## config.mk

```make
export PLATFORM = sky130hd
export DESIGN_NAME = cu_window_feeder
export DESIGN_NICKNAME = d
export VERILOG_FILES = /design/src/rtl/cu_window_feeder.sv
export SDC_FILE = /design/constraint.sdc
export NUM_CORES = 1
export LEC_CHECK = 0
export ABC_AREA = 1
export CAP_MARGIN = 20
export CORE_MARGIN = 2
export CORE_UTILIZATION = 58
export CTS_CLUSTER_DIAMETER = 200
export DETAILED_ROUTE_END_ITERATION = 10
export HOLD_SLACK_MARGIN = 0.15
export PLACE_DENSITY = 0.83
export SLEW_MARGIN = 20
export SYNTH_ARGS = -nofsm -noshare
export SYNTH_HDL_FRONTEND = slang
export SYNTH_SLANG_ARGS = --single-unit
```

## constraint.sdc

```tcl
create_clock -name clk -period 2.65 [get_ports clk]
set_clock_uncertainty 0.1 [all_clocks]
set_input_delay 0.53 -clock clk [delete_from_list [all_inputs] [get_ports clk]]
set_output_delay 0.53 -clock clk [all_outputs]
set_load 0.02 [all_outputs]
```

## src/rtl/cu_window_feeder.sv

```systemverilog
// Raster-order pixel feeder for cu_engine: buffers two prior rows and emits one
// 3-pixel vertical column per accepted pixel, with the per-row PE-enable ramp.
module cu_window_feeder #(
  parameter int unsigned DATA_W = 8,
  parameter int unsigned IMG_W  = 8,
  parameter int unsigned IMG_H  = 8
) (
  input  logic                  clk,
  input  logic                  rst,
  input  logic                  start,
  input  logic                  in_valid,
  input  logic [DATA_W-1:0]     in_data,
  output logic                  in_ready,
  output logic [3*DATA_W-1:0]   data_out,
  output logic [8:0]            pe_en_ctrl,
  output logic                  out_valid,
  output logic                  busy,
  output logic                  frame_done
);

  localparam int unsigned CW = (IMG_W > 1) ? $clog2(IMG_W) : 1;
  localparam int unsigned RW = (IMG_H > 1) ? $clog2(IMG_H) : 1;
  localparam logic [CW-1:0] COL_LAST = CW'(IMG_W - 1);
  localparam logic [RW-1:0] ROW_LAST = RW'(IMG_H - 1);
  localparam logic [RW-1:0] ROW_ONE  = RW'(1);

  typedef enum logic [1:0] {
    IDLE   = 2'd0,
    FILL   = 2'd1,
    STREAM = 2'd2
  } state_t;

  state_t state, state_next;

  logic [CW-1:0]     col;
  logic [RW-1:0]     row;
  logic [DATA_W-1:0] lb0 [IMG_W];
  logic [DATA_W-1:0] lb1 [IMG_W];

  logic       accept;
  logic       col_last;
  logic       frame_last;
  logic       emit;
  logic [8:0] pe_next;

  assign busy       = (state != IDLE);
  assign in_ready   = busy;
  assign accept     = in_valid && in_ready;
  assign col_last   = (col == COL_LAST);
  assign frame_last = col_last && (row == ROW_LAST);
  assign emit       = accept && (state == STREAM);

  always_ff @(posedge clk) begin
    if (rst) begin
      state <= IDLE;
    end else begin
      state <= state_next;
    end
  end

  always_comb begin
    state_next = state;
    unique case (state)
      IDLE: begin
        if (start) state_next = FILL;
      end
      FILL: begin
        if (accept && col_last && (row == ROW_ONE)) state_next = STREAM;
      end
      STREAM: begin
        if (accept && frame_last) state_next = IDLE;
      end
      default: state_next = IDLE;
    endcase
  end

  // Ramp depends only on the column of the pixel being accepted.
  always_comb begin
    pe_next = 9'h1FF;
    if (col == '0) begin
      pe_next = 9'h007;
    end else if (col == CW'(1)) begin
      pe_next = 9'h03F;
    end
  end

  always_ff @(posedge clk) begin
    if (rst) begin
      col        <= '0;
      row        <= '0;
      out_valid  <= 1'b0;
      data_out   <= '0;
      pe_en_ctrl <= '0;
      frame_done <= 1'b0;
    end else begin
      out_valid  <= emit;
      frame_done <= emit && frame_last;
      if (emit) begin
        data_out   <= {in_data, lb1[col], lb0[col]};
        pe_en_ctrl <= pe_next;
      end else begin
        data_out   <= '0;
        pe_en_ctrl <= '0;
      end

      if (state == IDLE) begin
        col <= '0;
        row <= '0;
      end else if (accept) begin
        if (col_last) begin
          col <= '0;
          row <= (row == ROW_LAST) ? '0 : row + 1'b1;
        end else begin
          col <= col + 1'b1;
        end
      end
    end
  end

  // Line buffers hold no reset; reads above see the pre-write contents.
  always_ff @(posedge clk) begin
    if (accept) begin
      lb0[col] <= lb1[col];
      lb1[col] <= in_data;
    end
  end

endmodule
```

==> flow_summary.ini, run 1 <==
[final_layout]
nNetsFinal = 691
antenna-diode-count = 0
finalCoreUtilization = 0.693
area_delta_synth_final_pct = 17.4
num-fill-cells = 782
final_layout_size_suffix_gt1_frac = 0.0832

[setup_path]
path_delay_family = buffers and inverters
worstPathMaxFanout = 4
worstPathCellList = inv_1 > nand2_1 > clkdlybuf4s50_1
critPathKind = register to output port
worst-endpoint-arrival_ns = 1.62
cp-start-kind = register
cp_num_buf_inv = 2
critical_path.max_stage_delay_ns = 0.62
slowest_stage = clkdlybuf4s50_1
timing.critical_path.to_type = output port
worstPathRequired_ns = 2.02

[global_routing]
initial_antenna_violation_count = 0
grt_pass1_wl_um = 22300
grt_start_max_net_pins = 50
grt-ovfl-total = 0
grt_pass1_vias = 4377
global_route.usage.total = 0.238

[logic_synthesis]
synth.net_count = 638
yosys.cell_types.count = 24
ys_seq_elements = 168
synthesis.area_per_instance_sq_um = 10.8
combined_area_of_all_synthesized_cells_sq_mm = 0.00671
postSynthCellCount = 619
ys_seq_area_frac = 0.692
yosys_warnings = 0

[placement]
gpl_congestion = 0.851
port_buffers = 48
post-dp-hpwl_um = 8860

[detailed_routing]
top_layer_used = met4
post_drt_wl_per_cell_um = 16.8
post_drt_via_cell_ratio = 5.35
met3_wirelength_um = 936
wirelength_um = 13900
route.vias.total = 4426
dr.pass1.iters = 7
wl_met2_um = 7240
first_iter_violations = 409
postRouteAntennaNets = 0
wl_met1_um = 5360
drc = 0

[timing]
hold_violations = 0
layout_min_cycle_time_ns = 2.25
fmax_mhz = 445
final-max-slew-violation-count = 0
worst_slew_margin_rel = 0.671
setup_viol = 0
setup_repair_after_global_routing_missed_its_margin = no
post-route-period-util = 0.847
tns_ns = 0
actual_slew_at_the_worst_max_slew_pin_ns = 0.492

[clocking]
clock_tree.buffer_depth = 2
cts_made_buffers = 17
maximum_level_of_the_cts_h_tree = 4
clkSlewWorstSetupHoldPaths_ns = 0.06
cts.hold.buffers_added = 0
tritoncts = yes
postCtsResizedCells = 0
cts_root_buf = clkbuf_16
worstSkewPairLatency_ns = 0.43
post_cts_buffers = 0
cts.sinks = 168

[pwr]
power.density_cell_area_mw_per_mm2 = 696
power.static_leakage_nw = 3.17
peakVddDrop_mv = 0.470

[floorplanning]
floorplan.rows = 39
io_pins = 49
die-height_um = 112
initial_utilization = 0.590
design.core.area_sq_mm = 0.0114
die_w_um = 112
die_area_sq_mm = 0.0124

[hold_path]
holdCritPathClass = register to register

[flow_run]
max_cap_viol_count = 0

[outcome]
outcome = complete, no violations
[routing by layer]
metal,vias to the layer above,track usage
met1,2078,0.288
met3,34,0.0572
li1,2101,-
met2,213,0.411
met4,0,0.101
met5,-,0
[sequential cells by signal (all words and copies together), names as in the netlist, named ones only]
signal	flops
state	2
data_out	24
lb1	64
out_valid	1
frame_done	1
pe_en_ctrl	3
row	3
col	3
lb0	64
[through the flow]
step	power (mW)	instances	hold WS (ns)	setup slack (ns)	instance area, sq um
after floorplan	3.00	619	0.347	0.562	6710
after global routing	5.64	828	0.414	0.340	7880
after detailed placement	3.07	796	0.375	0.146	7280
after global placement	3.06	796	0.356	0.214	7280
after CTS	5.50	828	0.384	0.392	7880
final	5.49	828	0.380	0.404	7880
[cells by family after synthesis]
kind of cell | share of synthesized area
buffers and inverters | 0.0802
DFF | 0.692
and+or+nand+nor | 0.185
AOI/OAI and AO/OA | 0.0291
adders and majority gates | 0.0131
[final cells by class]
type | instances | area [sq um] | share of cell area
repair buffers | 63 | 593 | 0.0753
well taps | 143 | 179 | 0.0227
clock inverters | 12 | 140 | 0.0178
inverters | 90 | 338 | 0.0429
multi-input cells | 332 | 1530 | 0.194
clock buffers | 20 | 457 | 0.0580
flip-flops and latches | 168 | 4640 | 0.590
[cells in the mapped netlist]
master	number	area (sq um)
edfxtp_1	128	3840
nand2_1	120	450
nor2_1	96	360
inv_1	86	323
nand3_1	46	230
dfxtp_1	40	801
or2_0	21	131
buf_4	13	97.6
o211ai_1	12	90.1
o21ai_0	12	60.1
buf_2	10	50.1
a21oi_1	8	40.0
ha_1	7	87.6
buf_6	4	45.0
inv_2	4	15.0
clkbuf_1	2	7.51
nor2_4	2	22.5
or2_2	2	12.5
and3_1	1	6.26
nand2_2	1	6.26
nand3_2	1	10.0
nand3b_1	1	7.51
nor2_2	1	6.26
o21ai_1	1	5.00
[power breakdown]
| group | internal [mW] | total [mW] | switching (mW) |
|---|---|---|---|
| Clock | 1.45 | 2.47 | 1.02 |
| Sequential | 2.85 | 2.85 | 0.00594 |
| Combinational | 0.0483 | 0.159 | 0.111 |
[worst reg2reg max path: cells and delay by family (launching register included)]
| family | cells | cell delay, ns |
|---|---|---|
| flip-flops | 1 | 0.31 |
| buffers and inverters | 3 | 0.64 |
| AND/OR/NAND/NOR | 4 | 0.64 |
[cells in the final DEF, fill, tap and decap left out, drive strengths merged]
cell type and n:
bufinv 2, or2 23, nand2 121, dfxtp 40
nor2 99, a21oi 8, edfxtp 128, o21ai 13
clkbuf 20, clkdlybuf4s50 48, inv 94, nand3b 1
nand3 47, and3 1, clkinvlp 3, o211ai 12
ha 7, clkinv 3, buf 15
[path summary, 6_finish.rpt]
path / from / to / slack [ns] / depth (start not counted)
min reg2reg: row[2] / row[2] / 0.38 / 2
min: row[2] / row[2] / 0.38 / 2
max reg2reg: register / lb0[3][2] / 0.66 / 7
max: state[0] / busy / 0.40 / 3
(Power assumes the default switching activity.)
==> run 2: changes to the inputs <==
- CORE_UTILIZATION: 58 -> 52
- PLACE_DENSITY: 0.83 -> 0.79
- clock period: 2.65 -> 2 ns (I/O delays scaled with it)
==> run 2 against run 1 <==
  * Critical path depth fell by 2
  * Largest power group unchanged
  * Wire length grew 2.0%
  * Clock power grew 37%
  * Largest cell class unchanged
  * Non-clock buffer count rose by 16
  * First-iteration DRC count fell by 21%
==> flow_summary.ini, run 2 (synthesized netlist as in run 1, its figures left out) <==
[setup_path]
worstPathCellList = clkdlybuf4s50_1
worst-endpoint-arrival_ns = 1.41
critical_path.max_stage_delay_ns = 0.63
worstPathMaxFanout = 3
slowest_stage = clkdlybuf4s50_1
worstPathRequired_ns = 1.50
path_delay_family = buffers and inverters
cp_num_buf_inv = 1
critPathKind = register to output port
timing.critical_path.to_type = output port
cp-start-kind = register

[timing]
final_critical_path_setup_slack_ns = 0.0885
final-max-slew-violation-count = 0
setup_repair_after_global_routing_missed_its_margin = no
actual_slew_at_the_worst_max_slew_pin_ns = 0.463
worst_slew_margin_rel = 0.690
setup_viol = 0
timing.hold.ws_ns = 0.386
layout_min_cycle_time_ns = 1.91
post-route-period-util = 0.956
fmax_mhz = 523
hold_violations = 0

[placement]
placement.setup.worst_slack_ns = -0.135
gpl_congestion = 0.852
port_buffers = 48
post-dp-hpwl_um = 9520

[final_layout]
final_layout_size_suffix_gt1_frac = 0.104
multi_input_area_sq_mm = 0.00153
reg_area_sq_mm = 0.00464
num-fill-cells = 993
layout.cells.most_common = edfxtp_1
layout_common_cells = edfxtp_1, nand2_1, nor2_1
nNetsFinal = 707
antenna-diode-count = 0
finalCoreUtilization = 0.640
reg_top3 = lb0 x64, lb1 x64, data_out x24
area_delta_synth_final_pct = 20.4

[global_routing]
initial_antenna_violation_count = 0
global_route.usage.total = 0.217
grt-ovfl-total = 0
grt_pass1_wl_um = 22800
grt_pass1_vias = 4595
grt_start_max_net_pins = 37

[detailed_routing]
dr.pass1.iters = 5
route.vias.total = 4474
drc = 0
post_drt_wl_per_cell_um = 16.3
wirelength_um = 14200
first_iter_violations = 323
post_drt_via_cell_ratio = 5.12
postRouteAntennaNets = 0

[pwr]
power.static_leakage_nw = 3.28
peakVddDrop_mv = 0.500
power.density_cell_area_mw_per_mm2 = 914

[floorplanning]
die-height_um = 118
initial_utilization = 0.532
io_pins = 49
die_area_sq_mm = 0.0138
design.core.area_sq_mm = 0.0126
die_w_um = 118
floorplan.rows = 41

[hold_path]
holdCritPathClass = register to register

[clocking]
cts_root_buf = clkbuf_16
cts.hold.buffers_added = 0
cts.sinks = 168
worstSkewPairLatency_ns = 0.43
tritoncts = yes
clkSlewWorstSetupHoldPaths_ns = 0.06
clock_tree.buffer_depth = 2
cts_made_buffers = 17
maximum_level_of_the_cts_h_tree = 4

[outcome]
outcome = complete, no violations

[flow_run]
max_cap_viol_count = 0
-- run 2: cell types whose count changed in the layout (fill, tap and decap cells not counted) --
cell             change
clkbuf_8             +1
buf_4               +15
clkbuf_16            +2
buf_12               +1
clkdlybuf4s50_1      -2
clkinv_2             +1
dlygate4sd2_1        +2
inv_6                -4
-- run 2: path summary, 6_finish.rpt --
path                                     from            end  slack (ns)  cells past startpoint
worst max-delay path            pe_en_ctrl[7]  pe_en_ctrl[6]        0.09                      1
worst min-delay path                   row[2]         row[2]        0.39                      2
worst max register to register       register      lb0[0][2]        0.20                      7
worst min register to register         row[2]         row[2]        0.39                      2
-- run 2: per-stage QoR --
stage                     TNS, ns  instances  area, sq um  power (mW)
after floorplan                 0        619         6710        3.97
after global placement     -10.41        841         7450        4.06
after detailed placement   -11.99        841         7450        4.07
after CTS                       0        873         8080        7.42
after global routing            0        873         8080        7.59
final                           0        873         8080        7.39
-- run 2: timing repair --
| item | in CTS | in global routing |
|---|---|---|
| gates resized for setup | 2 | 0 |
| setup endpoints to repair | 2 | 0 |
| buffers inserted | 0 | 0 |
-- run 2: area by class of cell --
cell class,instances,area share
sequential,168,0.575
multi-input combinational,332,0.189
timing repair buffer,79,0.0895
clock buffer,23,0.0644
inverter,90,0.0418
tap,172,0.0266
clock inverter,9,0.0136
-- run 2: per-layer routing --
metal | wire length, um | global-route usage | part of all wire | up-vias
met5 | 0 | 0 | 0 | -
met4 | 435 | 0.102 | 0.031 | 0
met3 | 840 | 0.0581 | 0.059 | 41
met2 | 7410 | 0.379 | 0.52 | 168
met1 | 5550 | 0.248 | 0.39 | 2141
li1 | - | - | - | 2124
-- run 2: power breakdown --
group / switching (mW) / total [mW] / internal [mW] / leakage (nW)
logic: 0.148 / 0.217 / 0.0696 / 1.50
registers: 0.00750 / 3.78 / 3.77 / 1.48
clock network: 1.30 / 3.39 / 2.09 / 0.302
total: 1.46 / 7.39 / 5.93 / 3.28
-- run 2: worst reg2reg max path, cell delays in order (launching register included) --
cell	delay, ns
dfxtp_1	0.32
inv_2	0.35
buf_4	0.21
nand2_1	0.05
nand3_1	0.06
nand3_1	0.13
nand2_1	0.14
inv_1	0.15
==> run 3: changes to the inputs <==
- CORE_UTILIZATION: 52 -> 60
- PLACE_DENSITY: 0.79 -> 0.85
- clock period: 2 -> 2.4 ns (I/O delays scaled with it)
==> run 3 against run 2 <==
  * Critical path depth increased by 2
  * Hold slack got worse by 0.0031 ns
  * Register-to-register slack improved by 0.24 ns
  * Die area decreased by 13%
  * Power decreased by 18%
  * Highest routed layer unchanged
  * Combinational power decreased by 15%
  * Largest cell class unchanged
  * Via count increased by 1.1%
  * First-iteration DRC count increased by 38%
  * Sequential power decreased by 17%
  * Global-route usage increased by 5.9 points
  * Setup slack improved by 0.028 ns
==> flow_summary.ini, run 3 (synthesized netlist as in run 1, its figures left out) <==
[placement]
gpl_congestion = 0.916
port_buffers = 48
post-dp-hpwl_um = 9770
placement.setup.worst_slack_ns = 0.00194

[global_routing]
most_utilized_layer_in_the_global_route_result = met2
grt_pass1_vias = 4567
grt-ovfl-total = 0
met1_usage = 0.319
grtUsageMet3 = 0.0605
grtUsageMet2 = 0.483
initial_antenna_violation_count = 0
global_route.usage.total = 0.276
grt_pass1_wl_um = 23600
grt_start_max_net_pins = 43

[clocking]
cts_root_buf = clkbuf_8
cts.hold.buffers_added = 0
cts_made_buffers = 17
clock_tree.buffer_depth = 2
cts.sinks = 168
tritoncts = yes
postCtsResizedCells = 0
post_cts_buffers = 0
clkSlewWorstSetupHoldPaths_ns = 0.07
maximum_level_of_the_cts_h_tree = 4
worstSkewPairLatency_ns = 0.54

[timing]
setup_repair_after_global_routing_missed_its_margin = no
tns_ns = 0
hold_violations = 0
setup_viol = 0
fmax_mhz = 438
actual_slew_at_the_worst_max_slew_pin_ns = 0.475
final_critical_path_setup_slack_ns = 0.117
post-route-period-util = 0.951
layout_min_cycle_time_ns = 2.28
final-max-slew-violation-count = 0
worst_slew_margin_rel = 0.683

[hold_path]
hp-start = row[2]
hold-path-cell-count = 2
holdCritPathClass = register to register
whs_endpoint = row[2]

[floorplanning]
io_pins = 49
die_w_um = 110
floorplan.rows = 38
die-height_um = 110
design.core.area_sq_mm = 0.0109
die_area_sq_mm = 0.0120
initial_utilization = 0.616

[flow_run]
max_cap_viol_count = 0

[setup_path]
worstPathMaxFanout = 4
worst-endpoint-arrival_ns = 1.70
worst-path-stages = 3
path_delay_family = buffers and inverters
cp-start-kind = register
reg2reg_to = lb0[2][1]
cp_num_buf_inv = 2
worst-r2r-cell-count = 4
critical_path.max_stage_delay_ns = 0.62
worstPathCellList = inv_1 > nand2_1 > clkdlybuf4s50_1
timing.rr.start = col[0]
slowest_stage = clkdlybuf4s50_1
worstPathRequired_ns = 1.82
crit_path_start = state[0]
r2r_setup_slack_ns = 0.44
critPathKind = register to output port
timing.critical_path.to_type = output port

[final_layout]
area_delta_synth_final_pct = 17.8
antenna-diode-count = 0
nNetsFinal = 694
reg_top3 = lb0 x64, lb1 x64, data_out x24
num-fill-cells = 703
finalCoreUtilization = 0.726
layout_common_cells = edfxtp_1, nand2_1, nor2_1
final_layout_size_suffix_gt1_frac = 0.0814
layout.cells.most_common = edfxtp_1

[detailed_routing]
postRouteAntennaNets = 0
dr.pass1.iters = 5
wirelength_um = 15300
first_iter_violations = 445
post_drt_wl_per_cell_um = 18.5
post_drt_via_cell_ratio = 5.46
route.vias.total = 4524
drc = 0

[pwr]
power.density_cell_area_mw_per_mm2 = 771
power.static_leakage_nw = 3.20
peakVddDrop_mv = 0.499
finalPower_mw = 6.09

[outcome]
outcome = complete, no violations
==> run 3: cell types whose count changed in the layout (fill, tap and decap cells not counted), sizes merged <==
cell / previous run / this run
inv: 90 / 91
clkdlybuf4s50: 46 / 48
buf: 31 / 18
clkinvlp: 3 / 0
clkbuf: 23 / 26
dlygate4sd2: 2 / 0
clkinv: 4 / 3
==> run 3: cell type report <==
type / count / area (sq um) / area share
timing repair buffer: 66 / 616 / 0.0779
multi-input combinational: 332 / 1530 / 0.193
tap: 140 / 175 / 0.0222
sequential: 168 / 4640 / 0.587
inverter: 90 / 338 / 0.0427
clock inverter: 6 / 85.1 / 0.0108
clock buffer: 26 / 522 / 0.0660
==> run 3: tightest hold or removal path, stage by stage, from the launching register on <==
cell     delay, ns
dfxtp_1       0.31
inv_1         0.06
a21oi_1       0.06
==> run 3: routing by layer <==
| metal | up-vias | wire length (um) | share of wire |
|---|---|---|---|
| met5 | - | 0 | 0 |
| met4 | 0 | 572 | 0.037 |
| met3 | 51 | 1040 | 0.068 |
| met2 | 230 | 8120 | 0.53 |
| met1 | 2153 | 5570 | 0.36 |
| li1 | 2090 | - | - |
==> run 3: where the power goes <==
group          total, mW  switching [mW]  internal [mW]
Clock               2.76            1.06           1.70
Combinational      0.185           0.132         0.0535
Sequential          3.15         0.00832           3.14
==> run 3: through the flow <==
stage	hold WS, ns	instance area, sq um	instances
after global placement	0.359	7300	796
after CTS	0.377	7910	828
final	0.383	7910	828
after floorplan	0.347	6710	619
after global routing	0.413	7910	828
after detailed placement	0.369	7300	796
==> run 3: worst max path at each step <==
stage / to / slack [ns]
after floorplan: lb0[0][0] / 0.36
after global placement: lb1[0][5] / 0.11
after detailed placement: lb0[2][6] / 0.002
after CTS: busy / 0.11
after global routing: busy / 0.06
final: busy / 0.12
